**config.mk**
```make
export PLATFORM = sky130hd
export DESIGN_NAME = apb_master
export DESIGN_NICKNAME = d
export VERILOG_FILES = /design/src/rtl/apb_master.sv
export SDC_FILE = /design/constraint.sdc
export NUM_CORES = 1
export LEC_CHECK = 0
export ABC_AREA = 1
export CAP_MARGIN = 0
export CORE_MARGIN = 10
export CORE_UTILIZATION = 37
export CTS_CLUSTER_DIAMETER = 30
export DETAILED_ROUTE_END_ITERATION = 7
export PLACE_DENSITY_LB_ADDON = 0.08
export SYNTH_ARGS = -nofsm -noshare
export SYNTH_HDL_FRONTEND = slang
export SYNTH_SLANG_ARGS = --single-unit
```
**constraint.sdc**
```tcl
create_clock -name Pclk -period 1.4 [get_ports Pclk]
set_input_delay 0.35 -clock Pclk [delete_from_list [all_inputs] [get_ports Pclk]]
set_output_delay 0.35 -clock Pclk [all_outputs]
set_load 0.02 [all_outputs]
```
**src/rtl/apb_master.sv**
```systemverilog
// apb_master: two-slave APB requester.
//   Accepts single read/write requests on a valid/ready port. Bit ADD_WIDTH-1
//   of the request address selects slave 1 (0) or slave 2 (1). The block runs
//   the SETUP/ACCESS sequence, captures the slave's registered read data one
//   cycle after ACCESS completes, and returns one rsp_valid pulse per request.
//
// Optional feature: define APB_TIMEOUT_EN to abort an ACCESS phase that has
//   waited TIMEOUT cycles. The abort response carries rsp_err=1, rsp_rdata=0.
//   Without the macro ACCESS waits indefinitely and rsp_err is tied to 0.
//
// Ports:
//   Pclk, Preset                 clock, synchronous active-high reset
//   req_valid/req_ready          request handshake (ready only in IDLE)
//   req_write/req_addr/req_wdata request payload
//   rsp_valid/rsp_rdata/rsp_err  one-cycle response
//   Psel1/Psel2/Penable/Pwrite/Paddr/Pwdata  APB requester outputs
//   Prdata1/Prdata2/Pready1/Pready2          APB slave returns
module apb_master #(
  parameter int ADD_WIDTH = 9,
  parameter int WIDTH     = 32,
  parameter int TIMEOUT   = 16
) (
  input  logic                 Pclk,
  input  logic                 Preset,
  input  logic                 req_valid,
  output logic                 req_ready,
  input  logic                 req_write,
  input  logic [ADD_WIDTH-1:0] req_addr,
  input  logic [WIDTH-1:0]     req_wdata,
  output logic                 rsp_valid,
  output logic [WIDTH-1:0]     rsp_rdata,
  output logic                 rsp_err,
  output logic                 Psel1,
  output logic                 Psel2,
  output logic                 Penable,
  output logic                 Pwrite,
  output logic [ADD_WIDTH-2:0] Paddr,
  output logic [WIDTH-1:0]     Pwdata,
  input  logic [WIDTH-1:0]     Prdata1,
  input  logic [WIDTH-1:0]     Prdata2,
  input  logic                 Pready1,
  input  logic                 Pready2
);

  localparam logic [1:0] S_IDLE   = 2'd0;
  localparam logic [1:0] S_SETUP  = 2'd1;
  localparam logic [1:0] S_ACCESS = 2'd2;
  localparam logic [1:0] S_RDCAP  = 2'd3;

  logic [1:0] state;
  logic       sel;

  // Only the selected slave's handshake and data are ever looked at.
  logic             pready_sel;
  logic [WIDTH-1:0] prdata_sel;
  assign pready_sel = sel ? Pready2 : Pready1;
  assign prdata_sel = sel ? Prdata2 : Prdata1;

`ifdef APB_TIMEOUT_EN
  localparam int CW = $clog2(TIMEOUT + 1);
  logic [CW-1:0] wcnt;
  // Abort on the wait cycle that would bring the count to TIMEOUT, so ACCESS
  // lasts exactly TIMEOUT stalled cycles. Pready on that cycle still wins
  // because it is tested first.
  logic limit_hit;
  assign limit_hit = (wcnt == CW'(TIMEOUT - 1));
`else
  assign rsp_err = 1'b0;
`endif

  always_ff @(posedge Pclk) begin
    if (Preset) begin
      state     <= S_IDLE;
      sel       <= 1'b0;
      req_ready <= 1'b1;
      rsp_valid <= 1'b0;
      rsp_rdata <= '0;
      Psel1     <= 1'b0;
      Psel2     <= 1'b0;
      Penable   <= 1'b0;
      Pwrite    <= 1'b0;
      Paddr     <= '0;
      Pwdata    <= '0;
`ifdef APB_TIMEOUT_EN
      rsp_err   <= 1'b0;
      wcnt      <= '0;
`endif
    end else begin
      rsp_valid <= 1'b0;
`ifdef APB_TIMEOUT_EN
      rsp_err   <= 1'b0;
`endif
      case (state)
        S_IDLE: begin
          if (req_valid) begin
            Pwrite    <= req_write;
            Paddr     <= req_addr[ADD_WIDTH-2:0];
            Pwdata    <= req_wdata;
            sel       <= req_addr[ADD_WIDTH-1];
            Psel1     <= ~req_addr[ADD_WIDTH-1];
            Psel2     <= req_addr[ADD_WIDTH-1];
            Penable   <= 1'b0;
            req_ready <= 1'b0;
            state     <= S_SETUP;
          end
        end
        S_SETUP: begin
          Penable <= 1'b1;
          state   <= S_ACCESS;
`ifdef APB_TIMEOUT_EN
          wcnt    <= '0;
`endif
        end
        S_ACCESS: begin
          if (pready_sel) begin
            Psel1   <= 1'b0;
            Psel2   <= 1'b0;
            Penable <= 1'b0;
            if (Pwrite) begin
              rsp_valid <= 1'b1;
              rsp_rdata <= '0;
              req_ready <= 1'b1;
              state     <= S_IDLE;
            end else begin
              // Slave registers its read data on this edge; grab it next cycle.
              state <= S_RDCAP;
            end
          end
`ifdef APB_TIMEOUT_EN
          else if (limit_hit) begin
            Psel1     <= 1'b0;
            Psel2     <= 1'b0;
            Penable   <= 1'b0;
            rsp_valid <= 1'b1;
            rsp_err   <= 1'b1;
            rsp_rdata <= '0;
            req_ready <= 1'b1;
            state     <= S_IDLE;
          end else begin
            wcnt <= wcnt + 1'b1;
          end
`endif
        end
        S_RDCAP: begin
          rsp_valid <= 1'b1;
          rsp_rdata <= prdata_sel;
          req_ready <= 1'b1;
          state     <= S_IDLE;
        end
        default: begin
          req_ready <= 1'b1;
          state     <= S_IDLE;
        end
      endcase
    end
  end

endmodule

```
==> impl_metrics.env <==
export IMPL_grt_max_degree=45
export IMPL_critPathArrivalTime_ps=1020
export IMPL_synth_sequential_area_ratio_pct=51.7
export IMPL_detailedRoute_firstPassIterationCount=7
export IMPL_placedInstanceArea_um2=5220
export IMPL_worst_setup_hold_path_clk_slew_ps=90
export IMPL_insertedDiodeCount=0
export IMPL_first_global_vias=3254
export IMPL_yosys_register_bits=81
export IMPL_dpl_worst_slack_ps=-165
export IMPL_ctsResizeCount=92
export IMPL_route_detailed_wl_per_inst_um=15.0
export IMPL_timing_critical_path_to_type="output port"
export IMPL_ctsLongestPathBuffers=2
export IMPL_cts_htree_levels=3
export IMPL_drc=0
export IMPL_row_count=33
export IMPL_drtAntennaViolNets=0
export IMPL_ir_drop_v=0.000982
export IMPL_f_max_mhz=729
export IMPL_gp_congestion=0.839
export IMPL_timing_final_hold_violations=0
export IMPL_final_min_clock_period_ps=1370
export IMPL_netlist_instances=431
export IMPL_slew_viol_final=0
export IMPL_mappedNetlistArea_um2=3140
export IMPL_boundaryPins=190
export IMPL_floorplan_die_area_um2=12600
export IMPL_finalInstanceArea_um2=5300
export IMPL_post_route_cells_drive_above_1_share_pct=9.81
export IMPL_critical_path_peak_fanout=2
export IMPL_cts_setup_buffers=0
export IMPL_power_switching_mw=3.24
export IMPL_p_leak_nw=2.18
export IMPL_power_share_clock_pct=20.0
export IMPL_overflow=0
export IMPL_groute_usage_overall_pct=16.6
export IMPL_seq_area_um2=1620
export IMPL_die_width_um=112
export IMPL_crit_required_ps=1050
export IMPL_postSynthNetCount=542
export IMPL_final_period_utilization_pct=98.0
export IMPL_initial_antenna_violation_count=0
export IMPL_wl_mm=10.9
export IMPL_final_common_cell="sky130_fd_sc_hd__nor2_1"
export IMPL_hold_class="flip-flop to flip-flop"
export IMPL_comb_power_share_pct=43.2
export IMPL_yosys_warnings=0
export IMPL_drv_max_cap_violation_count=0
export IMPL_root_driver="sky130_fd_sc_hd__clkbuf_8"
export IMPL_pwr_share_seq_pct=36.8
export IMPL_rsz0062_at_grt="no"
export IMPL_core_um2=8220
export IMPL_initial_core_util_pct=38.2
export IMPL_cts_buffers=9
export IMPL_report_final_setup_viol=0
export IMPL_via_count=3376
export IMPL_synth_distinct_cells=20
export IMPL_path_delay_family="buffers and inverters"
export IMPL_cts_tree="done"
export IMPL_critPathKind="flip-flop to output port"
export IMPL_grt_pass1_wl_mm=17.2
export IMPL_worst_clock_skew_ps=10.6
export IMPL_dp_hpwl_mm=8.49
export IMPL_clkSinkCount=81
export IMPL_switching_share_pct=38.4
export IMPL_nNetsFinal=728
export IMPL_finalWorstSetupSlack_ps=27.7
export IMPL_mean_number_of_vias_per_cell=4.64
export IMPL_critical_path_buf_inv_count=1
export IMPL_crit_path_cell_trace="dlygate4sd2_1"
export IMPL_power_density_nw_per_um2=1590
export IMPL_drt_iter0_drc=171
export IMPL_area_delta_synth_final_pct=69.0
export IMPL_buffer_ports_inserted=188
export IMPL_intPower_mw=5.20
export IMPL_timing_critical_path_from_type="flip-flop"
export IMPL_clkLatencyLatePin_ps=340
export IMPL_dieHeight_um=112
export IMPL_synthesis_area_per_instance_um2=7.28
export IMPL_fillerInstances=785
export IMPL_multi_input_comb_area_um2=1350
export IMPL_worst_path_largest_cell_delay_ps=350
export IMPL_outcome="complete, no violations"
export IMPL_final_cell_mix="147 x sky130_fd_sc_hd__nor2_1, 110 x sky130_fd_sc_hd__clkdlybuf4s50_1, 79 x sky130_fd_sc_hd__dfxtp_1"
export IMPL_cp_slowest_cell="sky130_fd_sc_hd__dlygate4sd2_1"
export IMPL_cts_hold_buffers_added=0
## area by class of cell
class                      instances  area share, %
clock buffer                      11           2.67
sequential                        81           30.6
clock inverter                     5           1.04
tap                              105           2.48
multi-input combinational        314           25.4
timing repair buffer             205           37.4
inverter                           6          0.425
## through the flow
stage	instances	setup TNS [ps]	hold slack, ps	util (%)	power (mW)
global placement	711	-6340	445	63.5	7.11
CTS	727	0	459	64.9	8.54
detailed placement	711	-8150	449	63.5	7.17
floorplan	431	0	515	-	5.26
global route	727	0	483	64.5	9.03
finish	727	0	460	64.5	8.44
## per-layer routing
metal | wire length (um) | up-vias | global-route usage, % | share of wire (%)
met5 | 0 | - | 0 | 0
met4 | 100 | 0 | 5.08 | 0.92
met3 | 1300 | 10 | 8.73 | 12
met2 | 5090 | 131 | 26.6 | 47
met1 | 4430 | 1476 | 18.7 | 41
li1 | - | 1759 | - | -
## cell usage after synthesis, drive strengths merged
master  instances  area [um2]
inv             6        22.5
nor3            1        5.00
buf            10        71.3
dfxtp          81        1620
conb            1        3.75
nand2          45         171
o21ai          74         370
a21oi          38         190
nor2          148         558
nand3           5        35.0
a31oi           1        6.26
or2             1        6.26
clkbuf         20        75.1
## power groups by stage
stage	registers (mW)	clock network (mW)	logic, mW
floorplan	3.73	0	1.52
global placement	3.13	0	3.97
detailed placement	3.16	0	4.01
CTS	3.10	1.73	3.71
global route	3.18	1.84	4.02
finish	3.11	1.69	3.65
## worst register-to-register path, cell delays in order, from the launching register on
cell                      delay, ps
sky130_fd_sc_hd__dfxtp_2        380
sky130_fd_sc_hd__inv_2           50
sky130_fd_sc_hd__nor2_2         160
sky130_fd_sc_hd__nand3_2        130
sky130_fd_sc_hd__nand3_2        120
sky130_fd_sc_hd__buf_4          190
sky130_fd_sc_hd__nand2_1         70
sky130_fd_sc_hd__a21oi_1        120
## final timing paths
check	start	end	slack, ps	depth (start not counted)
max reg2reg	state[1]$_SDFFE_PP0P_	rsp_rdata[24]$_SDFFE_PP0P_	130	7
min	rsp_rdata[26]$_SDFFE_PP0P_	rsp_rdata[26]$_SDFFE_PP0P_	460	2
max	Pwdata[14]$_SDFFE_PP0P_	Pwdata[14]	30	1
min reg2reg	rsp_rdata[26]$_SDFFE_PP0P_	rsp_rdata[26]$_SDFFE_PP0P_	460	2
## kinds of logic after synthesis
family	share of synthesized area, %
and+or+nand+nor	24.7
AOI/OAI and AO/OA	18.1
DFF	51.7
buffers and inverters	5.38
other	0.120
## flip-flops by register name (all words and copies together), names as in the netlist
name,flops
state,2
sel,1
Psel2,1
Psel1,1
Paddr,8
req_ready,1
Pwrite,1
rsp_rdata,32
rsp_valid,1
Penable,1
Pwdata,32
Note: power is estimated with default switching activity, not from simulation.
